<file path="config.mk">
export PLATFORM = sky130hd
export DESIGN_NAME = dps_frame_sequencer_flat
export DESIGN_NICKNAME = d
export VERILOG_FILES = /design/src/rtl/dps_pkg.sv /design/src/rtl/dps_frame_sequencer_if.sv /design/src/rtl/dps_down_counter.sv /design/src/rtl/dps_frame_sequencer.sv /design/src/flat_wrapper.sv
export SDC_FILE = /design/constraint.sdc
export NUM_CORES = 1
export LEC_CHECK = 0
export BUFFER_PORTS_ARGS = -buffer_cell sky130_fd_sc_hd__buf_2
export CORE_AREA = 2 2 55 57
export CTS_BUF_LIST = sky130_fd_sc_hd__clkbuf_16
export CTS_CLUSTER_SIZE = 24
export DETAILED_ROUTE_END_ITERATION = 10
export DIE_AREA = 0 0 57 59
export PLACE_DENSITY = 0.74
export REMOVE_ABC_BUFFERS = 1
export SYNTH_ARGS = -nofsm -noshare
export SYNTH_HDL_FRONTEND = slang
export SYNTH_SLANG_ARGS = --single-unit
</file>
<file path="constraint.sdc">
create_clock -name clk -period 2.4 [get_ports clk]
set_clock_uncertainty 0.1 [all_clocks]
set_input_delay 0.12 -clock clk [delete_from_list [all_inputs] [get_ports clk]]
set_output_delay 0.12 -clock clk [all_outputs]
set_load 0.03 [all_outputs]
</file>
<file path="src/rtl/dps_pkg.sv">
// Shared types and defaults for the digital pixel sensor frame sequencer.
package dps_pkg;

    // Frame phases, in the order a frame walks through them.
    typedef enum logic [2:0] {
        IDLE,
        ERASE,
        EXPOSE,
        CONVERT,
        TURN,
        READ,
        DONE
    } state_t;

    // Width of the shared pixel data bus.
    localparam int DATA_W = 32;

    // Default frame timing.
    localparam int DEF_ERASE_CYCLES = 5;
    localparam int DEF_EXPOSE_TIME  = 255;
    localparam int DEF_ADC_BITS     = 8;
    localparam int DEF_NUM_ROWS     = 2;

    // Largest of four values; sizes the shared phase counter.
    function automatic int max4(input int a, input int b, input int c, input int d);
        int m;
        m = a;
        if (b > m) m = b;
        if (c > m) m = c;
        if (d > m) m = d;
        return m;
    endfunction

endpackage

</file>
<file path="src/rtl/dps_frame_sequencer_if.sv">
// System / pixel-array control bundle of the frame sequencer.
// master = the sequencer, slave = the system and pixel array.
interface dps_frame_sequencer_if
    import dps_pkg::*;
#(
    parameter int ADC_BITS = DEF_ADC_BITS,
    parameter int NUM_ROWS = DEF_NUM_ROWS
);
    logic                start;
    logic                erase;
    logic                expose;
    logic                convert;
    logic [ADC_BITS-1:0] ramp;
    logic [NUM_ROWS-1:0] read_row;
    logic                busy;
    logic                frame_valid;

    modport master (
        input  start,
        output erase, expose, convert, ramp, read_row, busy, frame_valid
    );

    modport slave (
        output start,
        input  erase, expose, convert, ramp, read_row, busy, frame_valid
    );
endinterface

</file>
<file path="src/rtl/dps_down_counter.sv">
// Loadable down-counter that times every multi-cycle frame phase.
// It is loaded with (duration - 1) on phase entry; the zero flag marks the final cycle of the phase.
module dps_down_counter #(
    parameter int WIDTH = 9
) (
    input  logic             clk,
    input  logic             reset,
    input  logic             i_load,
    input  logic [WIDTH-1:0] i_value,
    input  logic             i_enable,
    output logic             o_zero
);
    logic [WIDTH-1:0] r_count;

    // Load has priority; otherwise count down and hold at zero.
    // NOTE: sequential state uses non-blocking assignments so every flop samples pre-edge values.
    always_ff @(posedge clk or negedge reset) begin
        if (!reset) begin
            r_count <= '0;
        end else if (i_load) begin
            r_count <= i_value;
        end else if (i_enable && (r_count != '0)) begin
            r_count <= r_count - 1'b1;
        end
    end

    assign o_zero = (r_count == '0);
endmodule

</file>
<file path="src/rtl/dps_frame_sequencer.sv">
// Frame sequencer for the digital pixel sensor array: erase, exposure, ADC ramp conversion,
// bus turnaround and one-hot row readout. Every pixel-facing output comes straight from a flop.
module dps_frame_sequencer
    import dps_pkg::*;
#(
    parameter int ERASE_CYCLES = DEF_ERASE_CYCLES,
    parameter int EXPOSE_TIME  = DEF_EXPOSE_TIME,
    parameter int ADC_BITS     = DEF_ADC_BITS,
    parameter int NUM_ROWS     = DEF_NUM_ROWS
) (
    input logic                   clk,
    input logic                   reset,
    dps_frame_sequencer_if.master bus
);
    localparam int RAMP_STEPS = 2 ** ADC_BITS;
    localparam int CNT_W      = $clog2(max4(ERASE_CYCLES, EXPOSE_TIME, RAMP_STEPS, NUM_ROWS) + 1);

    // Zero-length phases would break the one-cycle-per-step timing, so refuse them at elaboration.
    generate
        if (ERASE_CYCLES < 1 || EXPOSE_TIME < 1 || NUM_ROWS < 1) begin : g_bad_params
            $error("dps_frame_sequencer: ERASE_CYCLES, EXPOSE_TIME and NUM_ROWS must all be >= 1");
        end
    endgenerate

    state_t              r_state;
    state_t              w_state_next;
    logic                w_load;
    logic [CNT_W-1:0]    w_load_value;
    logic                w_count_en;
    logic                w_cnt_zero;

    logic                r_erase;
    logic                r_expose;
    logic                r_convert;
    logic [ADC_BITS-1:0] r_ramp;
    logic [NUM_ROWS-1:0] r_read_row;
    logic                r_busy;
    logic                r_frame_valid;

    dps_down_counter #(.WIDTH(CNT_W)) u_phase_cnt (
        .clk      (clk),
        .reset    (reset),
        .i_load   (w_load),
        .i_value  (w_load_value),
        .i_enable (w_count_en),
        .o_zero   (w_cnt_zero)
    );

    // State register; reset returns to IDLE immediately, aborting any frame in flight.
    always_ff @(posedge clk or negedge reset) begin
        if (!reset) begin
            r_state <= IDLE;
        end else begin
            r_state <= w_state_next;
        end
    end

    // Next-state: start is looked at only in IDLE and DONE, so requests mid-frame are dropped.
    // NOTE: every signal gets a default before the case so no latch is inferred.
    always_comb begin
        w_state_next = r_state;
        case (r_state)
            IDLE:    if (bus.start)  w_state_next = ERASE;
            ERASE:   if (w_cnt_zero) w_state_next = EXPOSE;
            EXPOSE:  if (w_cnt_zero) w_state_next = CONVERT;
            CONVERT: if (w_cnt_zero) w_state_next = TURN;
            TURN:                    w_state_next = READ;
            READ:    if (w_cnt_zero) w_state_next = DONE;
            DONE:    w_state_next = bus.start ? ERASE : IDLE;
            default:                 w_state_next = IDLE;
        endcase
    end

    // Phase counter loads (duration - 1) whenever a new state is entered.
    always_comb begin
        w_load       = (w_state_next != r_state);
        w_count_en   = (r_state != IDLE);
        w_load_value = '0;
        case (w_state_next)
            ERASE:   w_load_value = CNT_W'(ERASE_CYCLES - 1);
            EXPOSE:  w_load_value = CNT_W'(EXPOSE_TIME - 1);
            CONVERT: w_load_value = CNT_W'(RAMP_STEPS - 1);
            READ:    w_load_value = CNT_W'(NUM_ROWS - 1);
            default: w_load_value = '0;
        endcase
    end

    // Outputs decoded from the next state into flops, so each pin is aligned with its state
    // and reset clears read_row at once, releasing the data bus without a clock edge.
    always_ff @(posedge clk or negedge reset) begin
        if (!reset) begin
            r_erase       <= 1'b0;
            r_expose      <= 1'b0;
            r_convert     <= 1'b0;
            r_ramp        <= '0;
            r_read_row    <= '0;
            r_busy        <= 1'b0;
            r_frame_valid <= 1'b0;
        end else begin
            r_erase       <= (w_state_next == ERASE);
            r_expose      <= (w_state_next == EXPOSE);
            r_convert     <= (w_state_next == CONVERT);
            r_busy        <= (w_state_next != IDLE);
            r_frame_valid <= (w_state_next == DONE);
            // Ramp restarts at 0 on CONVERT entry; the phase ends on the max code, so it never wraps.
            if (w_state_next == CONVERT && r_state == CONVERT) begin
                r_ramp <= r_ramp + 1'b1;
            end else begin
                r_ramp <= '0;
            end
            // Walk a single one-hot bit across the rows, one row per READ cycle.
            if (w_state_next == READ) begin
                r_read_row <= (r_state == READ) ? (r_read_row << 1) : NUM_ROWS'(1);
            end else begin
                r_read_row <= '0;
            end
        end
    end

    assign bus.erase       = r_erase;
    assign bus.expose      = r_expose;
    assign bus.convert     = r_convert;
    assign bus.ramp        = r_ramp;
    assign bus.read_row    = r_read_row;
    assign bus.busy        = r_busy;
    assign bus.frame_valid = r_frame_valid;
endmodule

</file>
<file path="src/flat_wrapper.sv">
// flat-port wrapper written by rule: the top's interface ports become plain ports
module dps_frame_sequencer_flat import dps_pkg::*;
#(
    parameter int ERASE_CYCLES = DEF_ERASE_CYCLES,
    parameter int EXPOSE_TIME  = DEF_EXPOSE_TIME,
    parameter int ADC_BITS     = DEF_ADC_BITS,
    parameter int NUM_ROWS     = DEF_NUM_ROWS
)
  (clk, reset, bus_start, bus_erase, bus_expose, bus_convert, bus_ramp, bus_read_row, bus_busy, bus_frame_valid);
  dps_frame_sequencer_if #(.ADC_BITS(ADC_BITS), .NUM_ROWS(NUM_ROWS)) bus_i ();
  input logic clk;
  input logic reset;
  input wire logic [$bits(bus_i.start)-1:0] bus_start;
  output wire logic [$bits(bus_i.erase)-1:0] bus_erase;
  output wire logic [$bits(bus_i.expose)-1:0] bus_expose;
  output wire logic [$bits(bus_i.convert)-1:0] bus_convert;
  output wire logic [$bits(bus_i.ramp)-1:0] bus_ramp;
  output wire logic [$bits(bus_i.read_row)-1:0] bus_read_row;
  output wire logic [$bits(bus_i.busy)-1:0] bus_busy;
  output wire logic [$bits(bus_i.frame_valid)-1:0] bus_frame_valid;
  assign bus_i.start = bus_start;
  assign bus_erase = bus_i.erase;
  assign bus_expose = bus_i.expose;
  assign bus_convert = bus_i.convert;
  assign bus_ramp = bus_i.ramp;
  assign bus_read_row = bus_i.read_row;
  assign bus_busy = bus_i.busy;
  assign bus_frame_valid = bus_i.frame_valid;
  dps_frame_sequencer #(.ERASE_CYCLES(ERASE_CYCLES), .EXPOSE_TIME(EXPOSE_TIME), .ADC_BITS(ADC_BITS), .NUM_ROWS(NUM_ROWS)) u_core (.clk(clk), .reset(reset), .bus(bus_i));
endmodule
</file>
==> results of run 1 <==
## cell type report
type	count	area share [%]
multi-input combinational	109	43.20
sequential	27	41.28
timing repair buffer	20	6.728
clock buffer	3	4.587
tap	31	2.370
inverter	7	1.606
clock inverter	1	0.2294
## metrics by stage
| step | setup slack (ns) | std cells |
|---|---|---|
| finish | 0.3219 | 198 |
| global route | 0.2037 | 198 |
| CTS | 0.3331 | 198 |
| detailed placement | 0.3294 | 193 |
| global placement | 0.4145 | 193 |
| floorplan | 0.4919 | 143 |
## per-layer routing
| metal | share of wire (%) | track usage, % | vias to the layer above |
|---|---|---|---|
| li1 | - | - | 587 |
| met1 | 47 | 24.79 | 564 |
| met2 | 47 | 28.74 | 32 |
| met3 | 4.4 | 2.402 | 6 |
| met4 | 1.7 | 9.302 | 0 |
| met5 | 0 | 0 | - |
## state kept, by name (all words and copies together) (netlist names)
register / flops
u_core.u_phase_cnt.r_count: 9
u_core.bus.ramp: 8
u_core.r_state: 3
u_core.bus.read_row: 2
u_core.bus.busy: 1
u_core.bus.convert: 1
u_core.bus.erase: 1
u_core.bus.expose: 1
u_core.bus.frame_valid: 1
## path summary, 6_finish.rpt
| check | endpoint |
|---|---|
| worst max-delay path | u_core.u_phase_cnt.r_count[2] |
| worst min-delay path | u_core.u_phase_cnt.r_count[0] |
| worst max register to register | u_core.u_phase_cnt.r_count[2] |
| worst min register to register | u_core.bus.read_row[1] |
| max in group asynchronous | u_core.u_phase_cnt.r_count[2] |
| min in group asynchronous | u_core.bus.erase |
## where the power goes
group | switching, W | internal [W] | leakage, nW
Clock | 0.000146 | 0.000223 | 0.0423
Combinational | 0.000467 | 0.000346 | 0.359
Sequential | 0.000185 | 0.000575 | 0.349
## worst reg2reg max path, cell delays in order (launching register included)
cell      delay, ns
dfrtp_1        0.39
inv_1          0.12
ha_1           0.17
or4b_1         0.51
nor2_2         0.24
o311ai_1       0.12
a221o_1        0.32
## cells by family (layout without fill, tap and decap cells)
group	count (synthesis)	after routing
compound gates	38	38
flops	27	27
simple gates	59	59
mux	1	1
buf+inv	13	31
fa+ha+maj	3	3
xor+xnor	8	8
## layout by cell type (no fill, tap or decap), drive strengths merged, types with 4 or more instances in the layout
cell     n
or3      4
inv      8
a21oi    4
nand3    8
dfrtp   27
a211oi   9
o21ai    7
buf     19
nand2    8
nor3     5
xor2     6
nor2    20
==> flow_metrics.tcl, run 1 <==
set metrics [dict create \
    netlist_area_mm2 0.001441 \
    setup_viol 0 \
    reg2reg_depth 6 \
    fillers 230 \
    clk_latency_ns 0.26 \
    arrival_ns 2.12 \
    cts_setup_buffers 0 \
    cp.buffers_inverters 1 \
    cts.sinks 27 \
    seq_area_um2 675.6 \
    hold_path.startpoint "bus_start" \
    hold_viol 0 \
    ios 18 \
    synth_top_family_by_area "simple AND/OR/NAND/NOR gates" \
    cp_cell_sequence "inv_1 -> ha_1 -> or4b_1 -> nor2_2 -> o311ai_1 -> a221o_1" \
    grt_max_degree 28 \
    grt_pass1_wl_um 4823 \
    synth_top_area_share_pct 46.88 \
    synth_fa_ha_area_share_pct 2.604 \
    critPathSlowestCell "or4b_1" \
    seq_area_frac_synth_pct 46.88 \
    required_ns 2.44 \
    ir_drop_v 0.0006855 \
    critPathMaxFanout 6 \
    cpPeakStageDelay_ns 0.51 \
    vias 1189 \
    tritoncts "done" \
    yosysUniqueCellTypes 42 \
    grt_pass1_vias 1100 \
    whs_ns 0.1478 \
    synth.area.top_cells "dfrtp_1 47%, nor2_1 4.9%, a211oi_1 4.7%" \
    netlist_instances 149 \
    die_w_um 57 \
    yosys_warnings 0 \
    initial_core_util_pct 53.19 \
    worstSetupPathDepth 6 \
    p_leak_nw 0.7499 \
    period_share_pct 86.59 \
    relSlewSlack_pct 59.79 \
    synth-async-reset-ratio_pct 100.0 \
    synth_compound_area_share_pct 18.58 \
    antenna_cells 0 \
    max-clock-path-buffers 2 \
    io_buffers 17 \
    hpwl_um 2026 \
    drc 0 \
    hold_buffers 1 \
    synth_edf_count 0 \
    core_mm2 0.002710 \
    ant_nets 0 \
    clk_pin_slew_ns 0.06 \
    critPathTopFamily "simple AND/OR/NAND/NOR gates" \
    synth_most_common_cell "dfrtp_1" \
    die_h_um 59 \
    cap_violations 0 \
    power_density_mw_per_mm2 1186 \
    syn_area_per_cell_um2 9.674 \
    reg2reg_slack_ns 0.32 \
    tightest_slew_ns 0.5977 \
    cts_made_buffers 3 \
    drv_slew 0 \
    antenna_found_initial 0 \
    dpl_cell_area_mm2 0.001548 \
    r2r_start "u_core.u_phase_cnt.r_count[0]" \
    drive_gt1_share_pct 17.96 \
    holdPathStages 3 \
    min_path_type "in2reg" \
    critPathKind "reg2reg" \
    multi_input_area_um2 706.9 \
    rows 19 \
    yosysTopAreaCell "dfrtp_1" \
    gp_congestion 0.8709 \
    wl_um 2830 \
    overflow 0 \
    track_usage_pct 18.22 \
    drtIter0Drc 29 \
    critPathCaptureType "register" \
    finish.utilization_pct 60.39 \
    ys.flop_type "dfrtp_1" \
    wire_per_inst_um 14.29 \
    startpoint_type "register" \
    synthTopCellsByCount "27 x dfrtp_1, 19 x nor2_1, 9 x a211oi_1" \
    ys_seq_elements 27 \
    dieArea_mm2 0.003363 \
    status "finished, final reports clean" \
    area_growth_pct 13.54 \
    design_area_mm2 0.001637 \
    cts_resized 0 \
    crit_start "u_core.u_phase_cnt.r_count[0]" \
    cts-root-buf "clkbuf_16" \
    period_minus_slack_ns 2.078 \
    nets 174 \
    synth.area.mux_share_pct 0.6944 \
    h-tree-depth 1 \
    dr.pass1.iters 4 \
    finalSetupTns_ns 0 \
    rsz0062_at_grt "no" \
    fmax_ghz 0.4812 \
    synth-simple-area-share_pct 22.31 \
    synth_xor_area_share_pct 4.861 \
    viasPerCell 6.005 \
    total_power_w 0.001941 \
]
No activity file was read; power rests on OpenSTA's default activity.
==> run 2, diff against run 1 <==
- CTS_BUF_LIST: sky130_fd_sc_hd__clkbuf_16 -> sky130_fd_sc_hd__clkbuf_4
- HOLD_SLACK_MARGIN: not set -> 0.03
==> flow_metrics.tcl, run 2 (synthesis gave the netlist of run 1 again) <==
set metrics [dict create \
    status "finished, final reports clean" \
    die_h_um 59 \
    mostFrequentLayoutCells "27 x dfrtp_1, 19 x nor2_1, 17 x buf_2" \
    drtIter0Drc 34 \
    h-tree-depth 1 \
    ant_nets 0 \
    vias 1188 \
    nets 174 \
    total_power_w 0.001770 \
    rows 19 \
    critPathMaxFanout 6 \
    rsz0062_at_grt "no" \
    cts_setup_buffers 0 \
    grt_pass1_vias 1096 \
    period_minus_slack_ns 2.090 \
    core_mm2 0.002710 \
    antenna_cells 0 \
    clk_latency_ns 0.31 \
    final_common_cell "dfrtp_1" \
    max-clock-path-buffers 2 \
    design_area_mm2 0.001588 \
    overflow 0 \
    critPathCaptureType "register" \
    drv_slew 0 \
    tritoncts "done" \
    clk_pin_slew_ns 0.13 \
    track_usage_pct 18.17 \
    largest-register "u_core.u_phase_cnt.r_count" \
    grt_max_degree 28 \
    cts.sinks 27 \
    critPathKind "reg2reg" \
    finalSetupTns_ns 0 \
    hold_viol 0 \
    hpwl_um 2026 \
    period_share_pct 87.10 \
    antenna_found_initial 0 \
    cts_resized 0 \
    dpl_cell_area_mm2 0.001548 \
    min_path_type "in2reg" \
    wire_per_inst_um 14.13 \
    drc 0 \
    setup_viol 0 \
    largest_reg_flops 9 \
    io_buffers 17 \
    dieArea_mm2 0.003363 \
    tightest_slew_ns 0.5977 \
    power_density_mw_per_mm2 1115 \
    arrival_ns 2.20 \
    cts-root-buf "clkbuf_4" \
    finish.utilization_pct 58.59 \
    area_growth_pct 10.16 \
    gp_congestion 0.8709 \
    required_ns 2.51 \
    fmax_ghz 0.4784 \
    setup_ws_ns 0.3096 \
    cts_made_buffers 3 \
    ios 18 \
    dr.pass1.iters 4 \
    relSlewSlack_pct 59.79 \
    cap_violations 0 \
    p_leak_nw 0.7260 \
    viasPerCell 6.000 \
    drive_gt1_share_pct 18.56 \
    initial_core_util_pct 53.19 \
    startpoint_type "register" \
    grt_pass1_wl_um 4823 \
    wl_um 2797 \
    dpl_worst_slack_ns 0.3294 \
    ir_drop_v 0.0006163 \
    die_w_um 57 \
]
[run 2: layout make-up]
| cell class | instances | area [um2] |
|---|---|---|
| Timing Repair Buffer | 20 | 110.1 |
| Clock buffer | 4 | 30.03 |
| Multi-Input combinational cell | 109 | 706.9 |
| Inverter | 7 | 26.28 |
| Sequential cell | 27 | 675.6 |
| Fill cell | 231 | 1122 |
| Tap cell | 31 | 38.79 |
[run 2: report_power, final]
group	total, W	switching (W)	internal [W]
sequential	0.000757	0.000183	0.000573
combinational	0.000811	0.000465	0.000346
clock	0.000202	0.000126	0.0000761
total	0.00177	0.000775	0.000995
[run 2: stage by stage]
stage          hold WS (ns)  std cells
2_1_floorplan       -0.2756        143
3_3_place_gp        0.05221        193
3_5_place_dp        0.06670        193
4_1_cts             0.07323        198
5_1_grt             0.06890        198
6_report            0.08112        198
[run 2: timing repair]
item / in CTS / in global routing
hold buffers: 1 / 0
endpoints found under the hold margin: 27 / 0
setup endpoints to repair: 0 / 0
[run 2: metal layers]
layer	wire, um	GRT usage [%]	part of all wire [%]	up-vias
li1	-	-	-	582
met1	1312	24.79	47	569
met2	1317	29.06	47	33
met3	129	3.057	4.6	4
met4	38	7.309	1.4	0
met5	0	0	0	-
[run 2: critical path, cell delays in order, from the launching register on]
cell	delay (ns)
dfrtp_1	0.42
inv_1	0.12
ha_1	0.17
or4b_1	0.51
nor2_2	0.24
o311ai_1	0.12
a221o_1	0.32
[run 2: path summary, 6_finish.rpt]
path | start | endpoint | slack, ns | cells past startpoint
min in group asynchronous | reset | u_core.u_phase_cnt.r_count[8] | 0.22 | 2
max in group asynchronous | reset | u_core.u_phase_cnt.r_count[2] | 1.60 | 2
hold reg to reg | u_core.bus.read_row[0] | u_core.bus.read_row[1] | 0.42 | 2
hold / removal | bus_start | u_core.u_phase_cnt.r_count[0] | 0.08 | 3
setup / recovery | u_core.u_phase_cnt.r_count[0] | u_core.u_phase_cnt.r_count[2] | 0.31 | 6
setup reg to reg | u_core.u_phase_cnt.r_count[0] | u_core.u_phase_cnt.r_count[2] | 0.31 | 6
